## config.mk

```make
export PLATFORM = sky130hd
export DESIGN_NAME = ascon_fsm_encrypt
export DESIGN_NICKNAME = d
export VERILOG_FILES = /design/src/rtl/ascon_fsm_encrypt.sv
export SDC_FILE = /design/constraint.sdc
export NUM_CORES = 1
export LEC_CHECK = 0
export ABC_CLOCK_PERIOD_IN_PS = 1390
export CORE_MARGIN = 3
export CORE_UTILIZATION = 45
export DETAILED_ROUTE_END_ITERATION = 7
export HOLD_SLACK_MARGIN = 0.06
export PLACE_DENSITY = 0.83
export SYNTH_ARGS = -nofsm -noshare
export SYNTH_HDL_FRONTEND = slang
export SYNTH_SLANG_ARGS = --single-unit
```

## constraint.sdc

```tcl
create_clock -name clk_i -period 1.39 [get_ports clk_i]
set_input_delay 0.278 -clock clk_i [delete_from_list [all_inputs] [get_ports clk_i]]
set_output_delay 0.278 -clock clk_i [all_outputs]
set_load 0.01 [all_outputs]
```

## src/rtl/ascon_fsm_encrypt.sv

```systemverilog
// ascon_fsm_encrypt: ASCON-128 encryption control FSM with ready/valid input handshake.
// Optional abort path enabled by defining FSM_ENC_ABORT_EN.
module ascon_fsm_encrypt #(
    parameter int NB_BLOCKS = 4
) (
    input  logic       clk_i,
    input  logic       rst_i,
    input  logic       start_i,
    input  logic       data_valid_i,
`ifdef FSM_ENC_ABORT_EN
    input  logic       abort_i,
`endif
    output logic       data_ready_o,
    output logic [3:0] round_o,
    output logic       init_state_o,
    output logic       state_we_o,
    output logic       xor_begin_data_o,
    output logic       xor_begin_key_o,
    output logic       xor_end_key_o,
    output logic       xor_end_lsb_o,
    output logic       cipher_we_o,
    output logic       cipher_valid_o,
    output logic       tag_we_o,
    output logic       tag_valid_o,
    output logic       end_o
);
    typedef enum logic [3:0] {
        IDLE, INIT_LOAD, INIT_PERM, WAIT_AD, AD_PERM, WAIT_PT, PT_PERM, FINAL_PERM, DONE
    } state_e;

    state_e     state_q, state_d;
    logic [3:0] round_q, round_d;
    logic [3:0] blk_q, blk_d;
    logic       last;

    always_ff @(posedge clk_i) begin
        if (rst_i) begin
            state_q <= IDLE;
            round_q <= 4'd0;
            blk_q   <= 4'd0;
        end else begin
            state_q <= state_d;
            round_q <= round_d;
            blk_q   <= blk_d;
        end
    end

    assign round_o = round_q;
    assign last    = round_q == 4'd11;

    // Round counter returns to 0 when a permutation completes, so waits and IDLE show round 0.
    always_comb begin
        state_d          = state_q;
        round_d          = round_q;
        blk_d            = blk_q;
        data_ready_o     = 1'b0;
        init_state_o     = 1'b0;
        state_we_o       = 1'b0;
        xor_begin_data_o = 1'b0;
        xor_begin_key_o  = 1'b0;
        xor_end_key_o    = 1'b0;
        xor_end_lsb_o    = 1'b0;
        cipher_we_o      = 1'b0;
        cipher_valid_o   = 1'b0;
        tag_we_o         = 1'b0;
        tag_valid_o      = 1'b0;
        end_o            = 1'b0;
        case (state_q)
            IDLE: begin
                round_d = 4'd0;
                blk_d   = 4'd0;
                state_d = start_i ? INIT_LOAD : IDLE;
            end
            INIT_LOAD: begin
                init_state_o = 1'b1;
                state_we_o   = 1'b1;
                round_d      = 4'd0;
                state_d      = INIT_PERM;
            end
            INIT_PERM: begin
                state_we_o    = 1'b1;
                xor_end_key_o = last;
                round_d       = last ? 4'd0 : round_q + 4'd1;
                state_d       = last ? WAIT_AD : INIT_PERM;
            end
            WAIT_AD: begin
                data_ready_o = 1'b1;
                round_d      = data_valid_i ? 4'd6 : round_q;
                state_d      = data_valid_i ? AD_PERM : WAIT_AD;
            end
            AD_PERM: begin
                state_we_o       = 1'b1;
                xor_begin_data_o = round_q == 4'd6;
                xor_end_lsb_o    = last;
                round_d          = last ? 4'd0 : round_q + 4'd1;
                blk_d            = last ? 4'd0 : blk_q;
                state_d          = last ? WAIT_PT : AD_PERM;
            end
            WAIT_PT: begin
                data_ready_o = 1'b1;
                if (data_valid_i) begin
                    round_d = blk_q == 4'(NB_BLOCKS - 1) ? 4'd0 : 4'd6;
                    state_d = blk_q == 4'(NB_BLOCKS - 1) ? FINAL_PERM : PT_PERM;
                end
            end
            PT_PERM: begin
                state_we_o       = 1'b1;
                xor_begin_data_o = round_q == 4'd6;
                cipher_we_o      = round_q == 4'd6;
                cipher_valid_o   = round_q == 4'd6;
                round_d          = last ? 4'd0 : round_q + 4'd1;
                blk_d            = last ? blk_q + 4'd1 : blk_q;
                state_d          = last ? WAIT_PT : PT_PERM;
            end
            FINAL_PERM: begin
                state_we_o       = 1'b1;
                xor_begin_data_o = round_q == 4'd0;
                xor_begin_key_o  = round_q == 4'd0;
                cipher_we_o      = round_q == 4'd0;
                cipher_valid_o   = round_q == 4'd0;
                xor_end_key_o    = last;
                tag_we_o         = last;
                round_d          = last ? 4'd0 : round_q + 4'd1;
                state_d          = last ? DONE : FINAL_PERM;
            end
            DONE: begin
                end_o       = 1'b1;
                tag_valid_o = 1'b1;
                round_d     = 4'd0;
                state_d     = IDLE;
            end
            default: begin
                round_d = 4'd0;
                blk_d   = 4'd0;
                state_d = IDLE;
            end
        endcase
`ifdef FSM_ENC_ABORT_EN
        if (abort_i && state_q != IDLE) begin
            state_d = IDLE;
            round_d = 4'd0;
            blk_d   = 4'd0;
        end
`endif
    end
endmodule

```

# Yosys cells after proc, flatten, opt, wreduce, memory -nomap -nowiden
# Cells that the tools add are included.
[word_totals]
ramBits = 0
latchBits = 0
ff_bits = 12
rom_bits = 0
mem_count = 0
word_cells = 58
out_inout_bits = 16
[classes]
n_eq_ne = 15
order_cmp = 0
div = 0
multipliers = 0
bitwise_logic = 1
shifts = 0
mux = 27
addsub = 2
n_reduce_logical = 10
[op_table]
columns = ["cell", "count"]
rows = [
  ["one-hot mux 4 bit (8 select lines)", 1],
  ["two-way mux 4 bit", 7],
  ["one-hot mux 4 bit (3 select lines)", 2],
  ["equality test 4 x 3 -> 1 bit, second input constant", 5],
  ["equality test 4 x 2 -> 1 bit, second input constant", 3],
  ["two-way mux 1 bit", 12],
  ["adder 4 x 1 -> 4 bit, second input constant", 2],
  ["equality test 4 bit, second input constant", 2],
  ["zero test 4 bit", 2],
  ["!= test 2 bit, second input constant", 4],
  ["two-way mux 3 bit", 2],
  ["OR reduction 2 bit", 3],
  ["OR reduction 6 bit", 1],
  ["OR reduction 5 bit", 1],
  ["equality test 4 x 1 -> 1 bit, second input constant", 1],
  ["one-hot mux 1 bit (2 select lines)", 2],
  ["OR reduction 4 bit", 1],
  ["AND reduction 3 bit", 1],
  ["two-way mux 2 bit", 1],
  ["AND reduction 2 bit", 1],
  ["inverter 1 bit", 1],
]

# Depth between registers and ports, before layout
# Gate-level depths: netlist of run 1.
[depth]
ltp_word = 4
depth_mapped = 7
mapped_depth_nobuf = 6

# Least setup slack after synthesis of run 1
# No wires, ideal clock.
[synth_timing]
path_type = "flip-flop to output port"
from = "reg round_q[0], in the netlist round_o[0]"
to = "out cipher_we_o"
n_path_buf = 1
arrival_time_ps = 1395
path_stages_with_launch = 8
path_slack_ps = -283
required_time_ps = 1112
path_cell_list = "dfxtp_1 -> inv_1 -> ha_1 -> and3b_2 -> nand2_1 -> a21boi_1 -> and2_1 -> buf_4"
[synth_between]
elab_chain_cells = 2
[synth_lines]
columns = ["item", "line_no", "rtl"]
rows = [
  ["from (decl)", "32", "logic [3:0] round_q, round_d;"],
  ["from (signal assigned)", "43", "round_q <= round_d;"],
  ["equality test 4 x 3 -> 1 bit / zero test 4 bit (equally long branches)", "n/a", ""],
  ["one-hot mux 1 bit (2 select lines) *", "n/a", ""],
  ["to (decl)", "21", "output logic cipher_we_o,"],
]
# Every way passes the cells marked *; elsewhere a longest branch is shown, timed or not.

# Final worst setup path of run 1
[layout_timing]
from = "reg round_q[1], in the netlist round_o[1]"
to = "reg blk_q[3]"
[layout_between]
elab_chain_cells = 3
[layout_lines]
columns = ["item", "line_no", "rtl"]
rows = [
  ["equality test 4 bit *", "49", "assign last = round_q == 4'd11;"],
  ["!= test 2 bit (no source line)", "n/a", ""],
  ["AND reduction 3 bit (no source line) *", "n/a", ""],
  ["to (signal assigned)", "44", "blk_q <= blk_d;"],
  ["to (decl)", "33", "logic [3:0] blk_q, blk_d;"],
]
# Marks and branches as above.
# A chain may end at the register's enable or synchronous reset.

==> results by group, run 1 <==
Yosys
  • Syn nets: around 120
  • Adder-Cell Fraction of Synth Area: 5.14%
  • Flops & latches, synth: 12
  • Share of the synthesized area in the top cell type: about 25%
  • Syn. warnings: 0
  • Synthesized instance count: around 120
  • Mux cell area share after synthesis: just over 1%
  • Post-synth cell types: 49
  • Synth area leader: dfxtp_1
  • Synth Cell Area: 973 µm²
  • Asr flop ratio synth: 0%
  • Mean Syn Cell Area: between 8 and 9 µm²
  • Simple-gate share of the synthesized area: 37.0%
  • Main combinational cell family by area after synthesis: simple AND/OR/NAND/NOR gates
  • Post-synthesis sequential area ratio: about a quarter
  • Synth Flop Type: dfxtp_1
  • Synth Area in XOR/XNOR: approximately 1.8%
  • Number of synthesized flops with an enable pin: 0
  • Top post-synthesis cells by area: dfxtp_1 25%, a21oi_1 5.1%, ha_1 5.1%, buf_6 3.5%, nand2b_1 3.2%
  • Compound-Gate Fraction of Synth Area: between 20% and 30%

Global routing
  • Antenna violations before repair: 0
  • GRT overflow: 0
  • Largest net degree at the start of global routing: 11
  • First-pass GRT wire length: ~5600 µm
  • Number of global-route vias before repair: around 1200
  • Tot GR Track Use: about 27%

Power and ir drop
  • Switching share of total power: a little over 30%
  • Pleak: between 0.7 and 0.8 nW
  • Logic pwr share: ~33%
  • Internal power: between 600 and 700 µW
  • Pwr dens: about 500 mW/mm²
  • Max VDD drop: 682 µV
  • Clock Power Share: 26.4%
  • Seq pwr share: roughly two fifths
  • NetSw: around 280 µW

Worst setup path
  • WP data arrival: roughly 2.0 ns
  • WP depth: 6
  • Slowest Stage Delay on Critical Path: 0.38 ns
  • CP Launch Type: flip-flop
  • FF-to-FF path depth: 6
  • Worst setup path end: blk_q[3]$_SDFFE_PP0P_
  • Register-to-register setup slack: -0.41 ns
  • Worst R2R End: blk_q[3]$_SDFFE_PP0P_
  • Critical Path RT: 1.57 ns
  • Cell family with most CP delay: compound AO/OA/AOI/OAI gates
  • Setup crit end kind: flip-flop
  • WP buf/inv: 1
  • CP Cell Sequence: ha_2, nand3b_4, buf_4, nor4_4, a41oi_1, a311oi_1
  • Worst Setup Path Type: flip-flop to flip-flop
  • Worst R2R Start: round_o[1]$_SDFFE_PP0P_
  • Worst Path Max Fanout: 5
  • Worst path slowest cell: dfxtp_2
  • CP startpoint: round_o[1]$_SDFFE_PP0P_

Placed design
  • Placed insts: between 150 and 200
  • Place WS: -0.511 ns
  • I/O Buffers: 19
  • Post-DP HPWL: around 2100 µm
  • GP Congestion: slightly above 0.9

Job
  • Max Cap Viol: 0

Timing
  • Max Slew Vio Count: 0
  • Fin crit share: 130%
  • Max Clock Skew: roughly 0.0050 ns
  • Fmax: approximately 560 MHz
  • RSZ-0062 raised after global routing: true
  • Hold Vio Cnt, Final: 0
  • Setup-failing EPs final: 21
  • Tmin final: about 1.8 ns
  • Worst setup margin: -0.410 ns
  • Slew headroom: between 70% and 80%
  • Worst-Margin Slew: about 0.31 ns

CTS
  • Clk sinks: 12
  • Clk root buf: clkbuf_4
  • Skew-Pair Late Insertion Delay: between 0.2 and 0.3 ns
  • Post-CTS Hold Buffers: 0
  • TritonCTS clock tree: built
  • CTS buffer count: 3
  • CTS clock-pin slew for the worst setup and hold paths: around 0.08 ns
  • Maximum root-to-sink buffer count: 2
  • H-tree depth: 1

Cells and area
  • Final nets: 188
  • Syn-to-layout area delta: 83.4%
  • ANT cells: 0
  • Post-Layout Cell Count: between 200 and 250
  • Fraction of layout cells with a size suffix above 1: between 60 and 70%

Status
  • Status: finished with violations
  • Failing checks: setup timing

Floorplan
  • Row count: 16
  • Core ar.: about 0.002 mm²
  • Starting Density: 48.6%
  • Die W: approximately 53 µm
  • Die footprint: around 0.0028 mm²
  • DIE HEIGHT: roughly 53 µm
  • I/O Pins: 20

Routing
  • ANT nets after route: 0
  • # DRC: 0
  • Mean number of vias per cell: 6.24
  • First-pass DRT Iterations: 4
  • Detailed Route WL: roughly 4400 µm
  • Initial drt markers: 35
  • Total number of vias: 1286
  • Wirelength per Cell: around 22 µm

Min path
  • Worst hold path class: flip-flop to flip-flop
  • Worst Hold Depth: 2
## sequential cells by signal, indices dropped and copies added (netlist names)
signal / flops
state_q: 4
blk_q: 4
round_o: 4
## per-layer routing
metal | global-route usage, % | share of wire, %
met5 | 0 | 0
met4 | 11.5 | 5.8
met3 | 3.99 | 7.9
met1 | 31.2 | 37
met2 | 49.6 | 50
## worst reg2reg max path: stages (launching register included)
cell	delay [ns]
dfxtp_2	0.38
ha_2	0.23
nand3b_4	0.13
buf_4	0.20
nor4_4	0.31
a41oi_1	0.20
a311oi_1	0.26
## synth_stat cells, types with 2 or more instances
master / n
a22oi_1: 4
nand2b_1: 5
nor2_1: 7
buf_4: 4
nor3_2: 2
buf_2: 2
buf_6: 3
nor3b_1: 4
nor3_1: 3
and3b_2: 2
a311oi_1: 2
a21oi_1: 10
nand3_1: 5
dfxtp_1: 12
nor4_1: 2
nand2_1: 6
o21ai_0: 5
inv_1: 3
ha_1: 4
## worst min-delay path by stage
stage	from	to	slack, ns
2_1_floorplan	data_valid_i	round_o[0]$_SDFFE_PP0P_	0.45
3_3_place_gp	blk_q[3]$_SDFFE_PP0P_	blk_q[3]$_SDFFE_PP0P_	0.46
6_report	blk_q[0]$_SDFFE_PP0P_	blk_q[0]$_SDFFE_PP0P_	0.56
3_5_place_dp	blk_q[3]$_SDFFE_PP0P_	blk_q[3]$_SDFFE_PP0P_	0.51
5_1_grt	blk_q[0]$_SDFFE_PP0P_	blk_q[0]$_SDFFE_PP0P_	0.59
4_1_cts	blk_q[3]$_SDFFE_PP0P_	blk_q[3]$_SDFFE_PP0P_	0.54
## power by group through the flow
stage                     sequential (mW)  clock [mW]  combinational [mW]
after floorplan                     0.364           0               0.100
after global placement              0.367           0               0.167
after detailed placement            0.367           0               0.173
after CTS                           0.358       0.231               0.237
after global routing                0.360       0.252               0.307
final                               0.359       0.234               0.294
## logic make-up after synthesis
| group | count (synthesis) |
|---|---|
| simple gates | 51 |
| flops | 12 |
| fa+ha+maj | 4 |
| mux | 1 |
| buf+inv | 14 |
| xor+xnor | 2 |
| compound gates | 31 |
## layout make-up
class / count / area [µm²]
Inverter: 3 / 13.8
Sequential cell: 12 / 258
Tap cell: 27 / 33.8
Multi-Input combinational cell: 89 / 820
Fill cell: 94 / 216
Clock buffer: 4 / 26.3
Timing Repair Buffer: 71 / 634
## stage by stage
| stage | instance area [µm²] | hold slack [ns] | util (%) | power, mW | setup TNS, ns |
|---|---|---|---|---|---|
| after floorplan | 992 | 0.451 | - | 0.464 | -0.200 |
| after global placement | 1380 | 0.465 | 69.1 | 0.534 | -5.08 |
| after detailed placement | 1380 | 0.512 | 69.1 | 0.540 | -5.82 |
| after CTS | 1630 | 0.543 | 81.3 | 0.825 | -3.44 |
| after global routing | 1790 | 0.593 | 89.2 | 0.918 | -6.02 |
| final | 1790 | 0.558 | 89.2 | 0.887 | -4.96 |
## cells in the final DEF (no fill, tap or decap), types with 2 or more instances in the layout
| cell type | count |
|---|---|
| a21oi_1 | 7 |
| a21oi_2 | 3 |
| a22oi_1 | 4 |
| and3b_2 | 2 |
| buf_12 | 2 |
| buf_2 | 6 |
| buf_4 | 37 |
| buf_6 | 15 |
| buf_8 | 2 |
| clkbuf_4 | 3 |
| clkdlybuf4s15_2 | 2 |
| clkdlybuf4s50_1 | 3 |
| dfxtp_1 | 4 |
| dfxtp_2 | 5 |
| dfxtp_4 | 3 |
| dlygate4sd2_1 | 4 |
| ha_4 | 2 |
| nand2_1 | 5 |
| nand2b_1 | 4 |
| nand3_1 | 4 |
| nor2_1 | 6 |
| nor3_2 | 2 |
| nor3_4 | 3 |
| nor3b_1 | 2 |
| o21ai_0 | 4 |
## repair_timing
action,in CTS,in global routing
setup buffers,15,7
cloned,0,0
pin swaps,11,12
resized for setup,86,28
setup endpoints to repair,27,24
(Power assumes the default switching activity.)
==> inputs of run 2 (changes only) <==
GPL_ROUTABILITY_DRIVEN = 0   (was not set)
==> results of run 2 <==
The final DEF is identical to that of run 1; final timing and power are the same.
